File: src/rtl/branch_target_buffer.sv
// rtl/branch_target_buffer.sv - direct-mapped branch target buffer with 2-bit saturating counters
module branch_target_buffer #(
    parameter int ADDR_WIDTH = 32,
    parameter int IMM_WIDTH  = 16,
    parameter int ENTRIES    = 16
) (
    input  logic                  clock,
    input  logic                  reset_n,
    input  logic                  lookup_valid,
    input  logic [ADDR_WIDTH-1:0] lookup_pc,
    output logic                  predict_valid,
    output logic                  predict_taken,
    output logic [ADDR_WIDTH-1:0] predict_target,
    input  logic                  update_valid,
    input  logic [ADDR_WIDTH-1:0] update_pc,
    input  logic [IMM_WIDTH-1:0]  update_immediate,
    input  logic                  update_taken,
    input  logic                  flush
);
    localparam int IDX   = $clog2(ENTRIES);
    localparam int TAG_W = ADDR_WIDTH - IDX - 2;
    localparam int EXT_W = ADDR_WIDTH - IMM_WIDTH;

    logic [ENTRIES-1:0]    valid_q;
    logic [TAG_W-1:0]      tag_q    [ENTRIES];
    logic [ADDR_WIDTH-1:0] target_q [ENTRIES];
    logic [1:0]            ctr_q    [ENTRIES];

    logic [IDX-1:0]        lk_idx, up_idx;
    logic [TAG_W-1:0]      lk_tag, up_tag;
    logic                  lk_hit, up_hit;
    logic [ADDR_WIDTH-1:0] imm_ext, up_target;
    logic [1:0]            ctr_cur, ctr_next;

    assign lk_idx = lookup_pc[IDX+1:2];
    assign lk_tag = lookup_pc[ADDR_WIDTH-1:IDX+2];
    assign up_idx = update_pc[IDX+1:2];
    assign up_tag = update_pc[ADDR_WIDTH-1:IDX+2];

    assign lk_hit = valid_q[lk_idx] && (tag_q[lk_idx] == lk_tag);
    assign up_hit = valid_q[up_idx] && (tag_q[up_idx] == up_tag);

    // Word-aligned branch offset relative to the following instruction; wraps silently.
    assign imm_ext   = {{EXT_W{update_immediate[IMM_WIDTH-1]}}, update_immediate};
    assign up_target = update_pc + ADDR_WIDTH'(4) + {imm_ext[ADDR_WIDTH-3:0], 2'b00};

    assign ctr_cur = ctr_q[up_idx];

    always_comb begin
        ctr_next = ctr_cur;
        if (update_taken) begin
            if (ctr_cur != 2'd3) ctr_next = ctr_cur + 2'd1;
        end else begin
            if (ctr_cur != 2'd0) ctr_next = ctr_cur - 2'd1;
        end
    end

    // Only valid bits are reset; the rest of the entry is qualified by valid.
    always_ff @(posedge clock or negedge reset_n) begin
        if (!reset_n) begin
            valid_q <= '0;
        end else if (flush) begin
            valid_q <= '0;
        end else if (update_valid && !up_hit && update_taken) begin
            valid_q[up_idx] <= 1'b1;
        end
    end

    always_ff @(posedge clock) begin
        if (update_valid && !flush) begin
            if (up_hit) begin
                ctr_q[up_idx]    <= ctr_next;
                target_q[up_idx] <= up_target;
            end else if (update_taken) begin
                tag_q[up_idx]    <= up_tag;
                target_q[up_idx] <= up_target;
                ctr_q[up_idx]    <= 2'd2;
            end
        end
    end

    // Response reads pre-update, pre-flush contents of this cycle.
    always_ff @(posedge clock or negedge reset_n) begin
        if (!reset_n) begin
            predict_valid  <= 1'b0;
            predict_taken  <= 1'b0;
            predict_target <= '0;
        end else begin
            predict_valid <= lookup_valid;
            if (lookup_valid && lk_hit && ctr_q[lk_idx][1]) begin
                predict_taken  <= 1'b1;
                predict_target <= target_q[lk_idx];
            end else begin
                predict_taken  <= 1'b0;
                predict_target <= '0;
            end
        end
    end
endmodule
File: config.mk
export PLATFORM = sky130hd
export DESIGN_NAME = branch_target_buffer
export DESIGN_NICKNAME = d
export VERILOG_FILES = /design/src/rtl/branch_target_buffer.sv
export SDC_FILE = /design/constraint.sdc
export NUM_CORES = 1
export LEC_CHECK = 0
export BUFFER_PORTS_ARGS = -buffer_cell sky130_fd_sc_hd__buf_2
export CORE_MARGIN = 10
export CORE_UTILIZATION = 45
export DETAILED_ROUTE_END_ITERATION = 6
export GPL_ROUTABILITY_DRIVEN = 0
export GPL_TIMING_DRIVEN = 0
export SLEW_MARGIN = 30
export SYNTH_ARGS = -nofsm -noshare
export SYNTH_HDL_FRONTEND = slang
export SYNTH_SLANG_ARGS = --single-unit
File: constraint.sdc
create_clock -name clock -period 13.2 [get_ports clock]
set_input_delay 0 -clock clock [delete_from_list [all_inputs] [get_ports clock]]
set_output_delay 0 -clock clock [all_outputs]
set_load 0.005 [all_outputs]
Yosys cells after proc, flatten, opt, wreduce, memory -nomap -nowiden:

Memory sizes are Yosys's and may differ from the RTL's.
Cells that the tools add are included.

* input bits: 86
* memories kept: 3
* register bits after elaboration: 50
* bits in writable memories: 960
* logic and storage cells: 54
* output and inout port bits: 34

Memories
* target_q: words 16, width 32, rd ports 1, clocked after memory_dff 0, wr ports 1, line 26 `logic [ADDR_WIDTH-1:0] target_q [ENTRIES];`
* tag_q: words 16, width 26, rd ports 2, clocked after memory_dff 0, wr ports 1, line 25 `logic [TAG_W-1:0] tag_q [ENTRIES];`
* ctr_q: words 16, width 2, rd ports 2, clocked after memory_dff 0, wr ports 1, line 27 `logic [1:0] ctr_q [ENTRIES];`

* reductions and logical operators: 12
* eq/ne operators: 3
* mux-type cells: 22
* magnitude comparators: 3
* add/subtract/negate cells: 4
* bitwise gates (word level): 3

Operators with widths (count)
* 32-bit two-way mux: 2
* 26-bit equality test: 2
* 32-bit by 3-bit adder with 32-bit output (second input constant): 1
* 32-bit adder: 1
* 16-bit two-way mux: 2
* 16-bit bitwise OR: 1
* 1-bit two-way mux: 11
* 4-bit by 5-bit < comparator with 1-bit output (second input constant): 2
* 1-bit binary-select mux with 4-bit select: 2
* 1-bit logical AND: 8
* 2-bit two-way mux: 4
* 1-bit demux with 4-bit select: 1
* 4-bit by 1-bit >= comparator with 1-bit output (second input constant): 1
* 2-bit nonzero test: 2
* 2-bit by 1-bit adder with 2-bit output (second input constant): 1
* 1-bit zero test: 2
* 2-bit inequality test (second input constant): 1
* 1-bit bitwise OR: 2
* 2-bit by 1-bit subtractor with 2-bit output (second input constant): 1

Logic depth before layout (Yosys ltp):

Gate-level depths: netlist of the first run.

* word-level depth: 8
* mapped depth: 17
* depth with buffers taken out: 14

Least setup slack after synthesis of the first run:

Ideal clock, no wire load.

* path type: register to register
* start point: memory tag_q[7][25] (netlist name)
* end point: memory ctr_q[3][0], enable pin
* data required time: 12.723 ns
* setup time: 0.477 ns
* cell stages (with the launch flop): 8
* period minus slack after synthesis: 5.050 ns
* slack: 8.150 ns
* buffers on the path: 0
* arrival: 4.573 ns
* cells stage by stage: edfxtp_1 > mux4_2 > a221o_1 > nor4_1 > o311a_1 > and4_1 > nand4_4 > a211oi_1

RTL lines (line)
* start: declaration: 25
* end: declaration: 27

Worst setup path after layout of the first run:

* start point: input port update_pc[2]
* end point: memory target_q[2][31] (data pin)

* longest elaborated chain between the ends: 3

Ends and longest elaborated chain
* start: declaration: line 15 `input logic [ADDR_WIDTH-1:0] update_pc,`
* 32-bit by 3-bit adder with 32-bit output: line 45 `assign up_target = update_pc + ADDR_WIDTH'(4) + {imm_ext[ADDR_WIDTH-3:0], 2'b00};`
* 32-bit adder: line 45
* net up_target[31]: line 32 `logic [ADDR_WIDTH-1:0] imm_ext, up_target;`
* 32-bit two-way mux (no line)
* end: declaration: line 26

The timed path passes the listed nets, and every way through them passes these cells.

==> results of run 1 <==
==> worst min-delay path by stage <==
stage	end	cells past startpoint
detailed placement	predict_target[15]	1
global placement	predict_valid	1
global route	target_q[14][3]	3
CTS	target_q[14][3]	3
finish	target_q[14][3]	3
floorplan	predict_taken	0
==> cell type report <==
type,count,area [um^2]
multi-input combinational,1038,13990
inverter,47,176.4
fill,7614,45680
clock inverter,67,713.2
antenna,1,2.502
clock buffer,128,2775
tap,1287,1610
buffer,127,699.4
timing repair buffer,276,2552
sequential,1010,30080
==> placed cells by master (no fill, tap or decap), types with 6 or more instances in the layout <==
cell and instances:
mux2_2 9, xnor2_2 15, o211ai_1 10, mux2i_1 86, buf_4 54, nor3_2 8, o22ai_1 17, xnor2_1 43
buf_2 164, edfxtp_1 960, clkinv_2 21, nand2_1 54, a21o_1 13, ha_1 57, a211oi_4 16, clkbuf_16 106
clkinv_1 24, nor2_4 8, a211oi_1 14, dfrtp_1 50, xor2_2 6, nor2b_1 42, nor2_1 25, a21oi_1 40
mux4_2 377, o32ai_1 9, buf_6 65, buf_1 9, xor2_1 10, buf_8 18, nand4_1 8, clkbuf_1 43
buf_16 16, inv_1 46, clkbuf_2 15, dlygate4sd3_1 36, bufinv_16 12, o21ai_0 28, a22oi_1 16, nand3_1 25
==> metrics by stage <==
stage                     instances  setup WS, ns  area (um^2)
after global routing           3980         7.989        52600
after CTS                      3980         8.056        52490
after detailed placement       3748         7.355        48610
final                          3981         8.231        52600
after floorplan                2222         8.150        44480
after global placement         3620         2.831        46650
==> worst max-delay path, stage by stage <==
cell      delay, ns
buf_6          0.15
buf_4          0.26
inv_2          0.38
buf_2          0.58
ha_1           0.33
inv_1          0.07
ha_1           0.23
fa_1           0.55
a211oi_1       0.36
o21ai_0        0.23
or4b_2         0.26
nand3_1        0.27
o21ai_0        0.67
o211ai_1       0.25
a21o_1         0.20
a21oi_1        0.22
xnor2_2        0.34
==> state kept, by name (all words and copies together), names as in the netlist <==
signal and cells:
ctr_q 32, predict_taken 1, predict_target 32, predict_valid 1, tag_q 416, target_q 512
valid_q 16
==> routing by layer <==
layer	track usage, %	up-vias
met5	0	-
met4	8.485	8
met3	5.646	304
met2	38.55	1625
met1	34.60	13770
li1	-	10140
==> where the power goes <==
group | switching, mW | internal (mW) | leakage, nW
Sequential | 0.00791 | 3.64 | 9.36
Combinational | 0.464 | 0.255 | 6.65
Clock | 1.27 | 1.74 | 1.71
Total | 1.74 | 5.63 | 17.7
==> cells by family (layout without fill, tap and decap cells) <==
| kind of cell | Yosys count | in the layout |
|---|---|---|
| muxes | 473 | 473 |
| buffers and inverters | 174 | 645 |
| AOI/OAI and AO/OA | 225 | 225 |
| other | 0 | 1 |
| DFF | 1010 | 1010 |
| adders and majority gates | 58 | 58 |
| xor gates and xnor gates | 74 | 74 |
| and+or+nand+nor | 208 | 208 |
==> timing repair <==
action,4_1_cts,5_1_grt
hold buffers,37,0
resized for setup,0,0
endpoints found under the hold margin,545,0
setup endpoints to repair,0,0
==> metrics, run 1 <==
number of DRC markers in iteration 0 3668; Hold Path Class in -> reg; port buffer count 111; clk slew on worst S/H paths about 0.060 ns; DR top layer met5; CP max FO 16; Hold Startpoint update_immediate[1]; initial antenna violation count 8; Synth Cell Area ~44000 um^2; Critical Path Sink target_q[2][31]; row count around 120; Synth area leaders edfxtp_1 65%, mux4_2 19%, dfrtp_1 2.8%; Synth Area in Compound Gates roughly 3.7%; fmax roughly 0.20 GHz; worst-margin pin slew around 1.1 ns; M1 WL 55440 um; synth unique cells 74; setup violators final 0; main combinational cell family by area after synthesis multiplexers; Die ar. approximately 110000 um^2; drc violations 0; number of CTS-inserted buffers around 110; r2r endpoint target_q[13][23]; largest net degree at the start of global routing slightly above 50; Synth area leader edfxtp_1; critical path startpoint category primary input; root buf cell clkbuf_16; Yosys reg bits 1010; Longest Clk Path Bufs 3; Pwr Total approximately 7.4 mW; worst skew pair latency between 0.7 and 0.8 ns; LEAKAGE 17.72 nW; Area growth syn-to-layout 18.24%; Core Box Area between 90000 and 100000 um^2; Final Util a little over half; layout cell share with drive strength beyond 1 around a third; Hold Violations, Final 0; Setup Fix Bufs, Post-CTS 0; WL met3 about 15000 um; first-pass iteration count of the detailed router 6; Syn Inst Count roughly 2200; Peak supply drop ~0.00012 V; vias post-DR around 26000; synth warn 0; DIE HEIGHT roughly 330 um; Async S/R FF share, synth roughly 5.0%; Post-Synth XOR/XNOR Area between 1 and 1.5%; final slew viol count 0; sequential element share of the synthesized area between 60 and 70%; status finished clean; clk sinks slightly above 1000; critical path arrival between 5 and 6 ns; RSZ-0062 raised after global routing false; min Tclk post-route 4.969 ns; MaxCap Viol Count 0; ys flop type edfxtp_1; Starting Density 45.26%; drt via density around 6.5; period utilisation layout a little under two fifths; mux share of post-synthesis cell area 21.30%; Die Wd 334.4 um; total track usage 24.87%; fin nets between 2000 and 3000; crit path capture type flip-flop; Final Skew between 0.04 and 0.05 ns; Synth Area in Adders between 1.5 and 2%; Antenna Nets Post-Route 0; average wire per standard cell about 35 um; H-tree levels 3; wire length of the first global-routing pass between 150000 and 200000 um; R2R setup slack just over 8 ns; critical path type in -> reg; RR Startpoint tag_q[10][16]; worst r2r path cells 13; Synth Area in Simple Gates under 10%; top-count cell post-synth edfxtp_1; CTS tree built; Syn Nets about 2400; DP HPWL about 99000 um; vias in the first global route approximately 26000; area fraction of the dominant cell type after synthesis approximately 65%; EDFF count, synth 960; syn_area_per_cell 20.02 um^2; met2 wire len between 60000 and 70000 um; Commonest cells post-synth 960 x edfxtp_1, 377 x mux4_2, 86 x mux2i_1; DRT Wirelength 140200 um; setup TNS 0 ns; slew margin rel. 29.16%; # IOs 120; Worst Setup SP update_pc[2]; worst path required time ~14 ns; worst hold slack 0.1235 ns; grt ovf 0; Pwr per Cell Area 140.2 nW/um^2
(Power assumes the default switching activity.)
==> run 2: changes to the inputs <==
Clock period 13.2 ns to 5 ns, I/O delays scaled along.
==> run 2 against run 1 <==
Net effect:
- critical path depth down 4
- worst hold slack hardly changed
- sequential power grew to 2.6 times the previous value
- total power grew to 2.6 times the previous value
- non-clock buffer count is the same
- combinational power rose to 2.6 times the previous value
- first-iteration DRC count fell by 0.27%
- register-to-register slack got worse by 8.2 ns
- critical path type is now reg -> reg
- highest routed layer unchanged
==> metrics, run 2 (synthesis gave the netlist of run 1 again) <==
grt ovf 0; CP most frequent cell buf_6; DP HPWL about 99000 um; layout cell share with drive strength beyond 1 35.13%; Worst path slowest cell a211oi_4; H-tree levels 3; vias in the first global route 25820; status finished clean; Bufs and invs on worst path 5; RSZ-0062 raised after global routing false; vias post-DR about 26000; number of DRC markers in iteration 0 about 3700; Final Util 53.52%; critical path type reg -> reg; Worst Setup SP tag_q[10][16]; Final Skew 0.04176 ns; crit path capture type flip-flop; RR Startpoint tag_q[10][16]; Worst path depth 13; worst skew pair latency 0.72 ns; CTS tree built; Clk pwr share a little over 40%; DRT Wirelength between 100000 and 150000 um; clk slew on worst S/H paths 0.07 ns; most frequent cells in the layout 960 x edfxtp_1, 377 x mux4_2, 164 x buf_2; crit path cell chain mux4_2 -> mux2i_1 -> xor2_1 -> nand3_1 -> or3_1 -> a21oi_2 -> nand4_4 -> buf_6 -> a211oi_4 -> buf_8 -> buf_6 -> buf_6 -> buf_8; R2R setup slack 0.05 ns; Hold Violations, Final 0; Longest Clk Path Bufs 3; row count 115; r2r endpoint target_q[13][23]; initial antenna violation count 8; worst r2r path cells 13; critical path startpoint category flip-flop; Starting Density between 40% and 50%; wire length of the first global-routing pass around 200000 um; Pwr per Cell Area approximately 370 nW/um^2; DIE HEIGHT between 300 and 400 um; Int Power 14.87 mW; setup violators final 0; # IOs 120; Top reg by flops target_q; CP delay by family, top simple AND/OR/NAND/NOR gates; root buf cell clkbuf_16; CP max FO 10; clk sinks about 1000; final slew viol count 0; worst hold slack approximately 0.12 ns; critical path arrival 5.34 ns; min Tclk post-route between 4 and 5 ns; crit-path max cell delay about 0.66 ns; Peak supply drop ~0.00031 V; LEAKAGE about 18 nW; Die ar. 111800 um^2; total track usage 24.87%; biggest regs target_q (512), tag_q (416); Antenna Nets Post-Route 0; slew margin rel. 29.30%; Core Box Area between 90000 and 100000 um^2; max reg flops 512; Pwr Total between 15 and 20 mW; period utilisation layout a little over nine tenths; logic gate share of total power 9.7%; commonest non-fill, non-tap cell in the layout edfxtp_1; worst path required time approximately 5.4 ns; fin nets approximately 2700; port buffer count approximately 110; Seq pwr share between 40% and 50%; MaxCap Viol Count 0; average wire per standard cell between 30 and 40 um; first-pass iteration count of the detailed router 6; Hold Path Class in -> reg; fmax roughly 0.20 GHz; FILL cells around 7600; largest net degree at the start of global routing 51; drc violations 0; worst-margin pin slew 1.060 ns; Switching Power roughly 4.6 mW; number of CTS-inserted buffers between 100 and 150; drt via density between 6 and 7; Die Wd 334.4 um; Area growth syn-to-layout 18.24%; Critical Path Sink target_q[13][23]; switch share between 20% and 30%; Setup Fix Bufs, Post-CTS 0
run 2: tightest hold or removal path, delay by kind of cell:
kind,cells,cell delay (ns)
fa+ha+maj,2,0.52
buf+inv,1,0.08
run 2: repair_timing:
item                                   in CTS  in global routing
hold buffers                               37                  0
pin swaps                                   0                  0
endpoints found under the hold margin     545                  0
setup endpoints to repair                  16                 48
resized for setup                           1                  1
gates cloned                                0                  0
run 2: stage by stage:
stage	TNS, ns	area (um^2)	std cells	setup WS (ns)
floorplan	-11.81	44480	2222	-0.04964
global placement	-3259.88	46650	3620	-5.369
detailed placement	-73.15	48610	3748	-0.8448
CTS	0	52490	3980	0.004423
global route	0	52600	3980	0.003313
finish	0	52600	3981	0.05014
run 2: layer usage:
metal / up-vias / GRT usage [%] / part of all wire, %
met3: 310 / 5.646 / 10
li1: 10150 / - / -
met5: - / 0 / 0.031
met4: 8 / 8.485 / 3.6
met1: 13760 / 34.60 / 40
met2: 1642 / 38.55 / 46
run 2: final cells by class:
class	instances	area [um^2]	share of cell area, %
diodes	1	2.502	0.004758
plain buffers	127	699.4	1.330
clock buffers	128	2775	5.276
clock inverters	67	713.2	1.356
inverters	47	176.4	0.3354
multi-input cells	1038	13990	26.60
flip-flops and latches	1010	30080	57.19
well taps	1287	1610	3.062
repair buffers	276	2552	4.853
run 2: how the worst min path moves through the flow:
stage	end	depth (start not counted)	startpoint
after floorplan	predict_taken	0	reset_n
after CTS	target_q[14][3]	3	update_immediate[1]
after detailed placement	predict_target[15]	1	reset_n
after global routing	target_q[14][3]	3	update_immediate[1]
after global placement	predict_valid	1	lookup_valid
final	target_q[14][3]	3	update_immediate[1]
run 2: power groups by stage:
stage	sequential (mW)	clock, mW	combinational, mW
2_1_floorplan	9.80	0	1.08
3_3_place_gp	9.82	0	1.72
3_5_place_dp	9.82	0	1.82
4_1_cts	9.64	8.02	1.85
5_1_grt	9.64	8.36	2.00
6_report	9.63	7.94	1.90
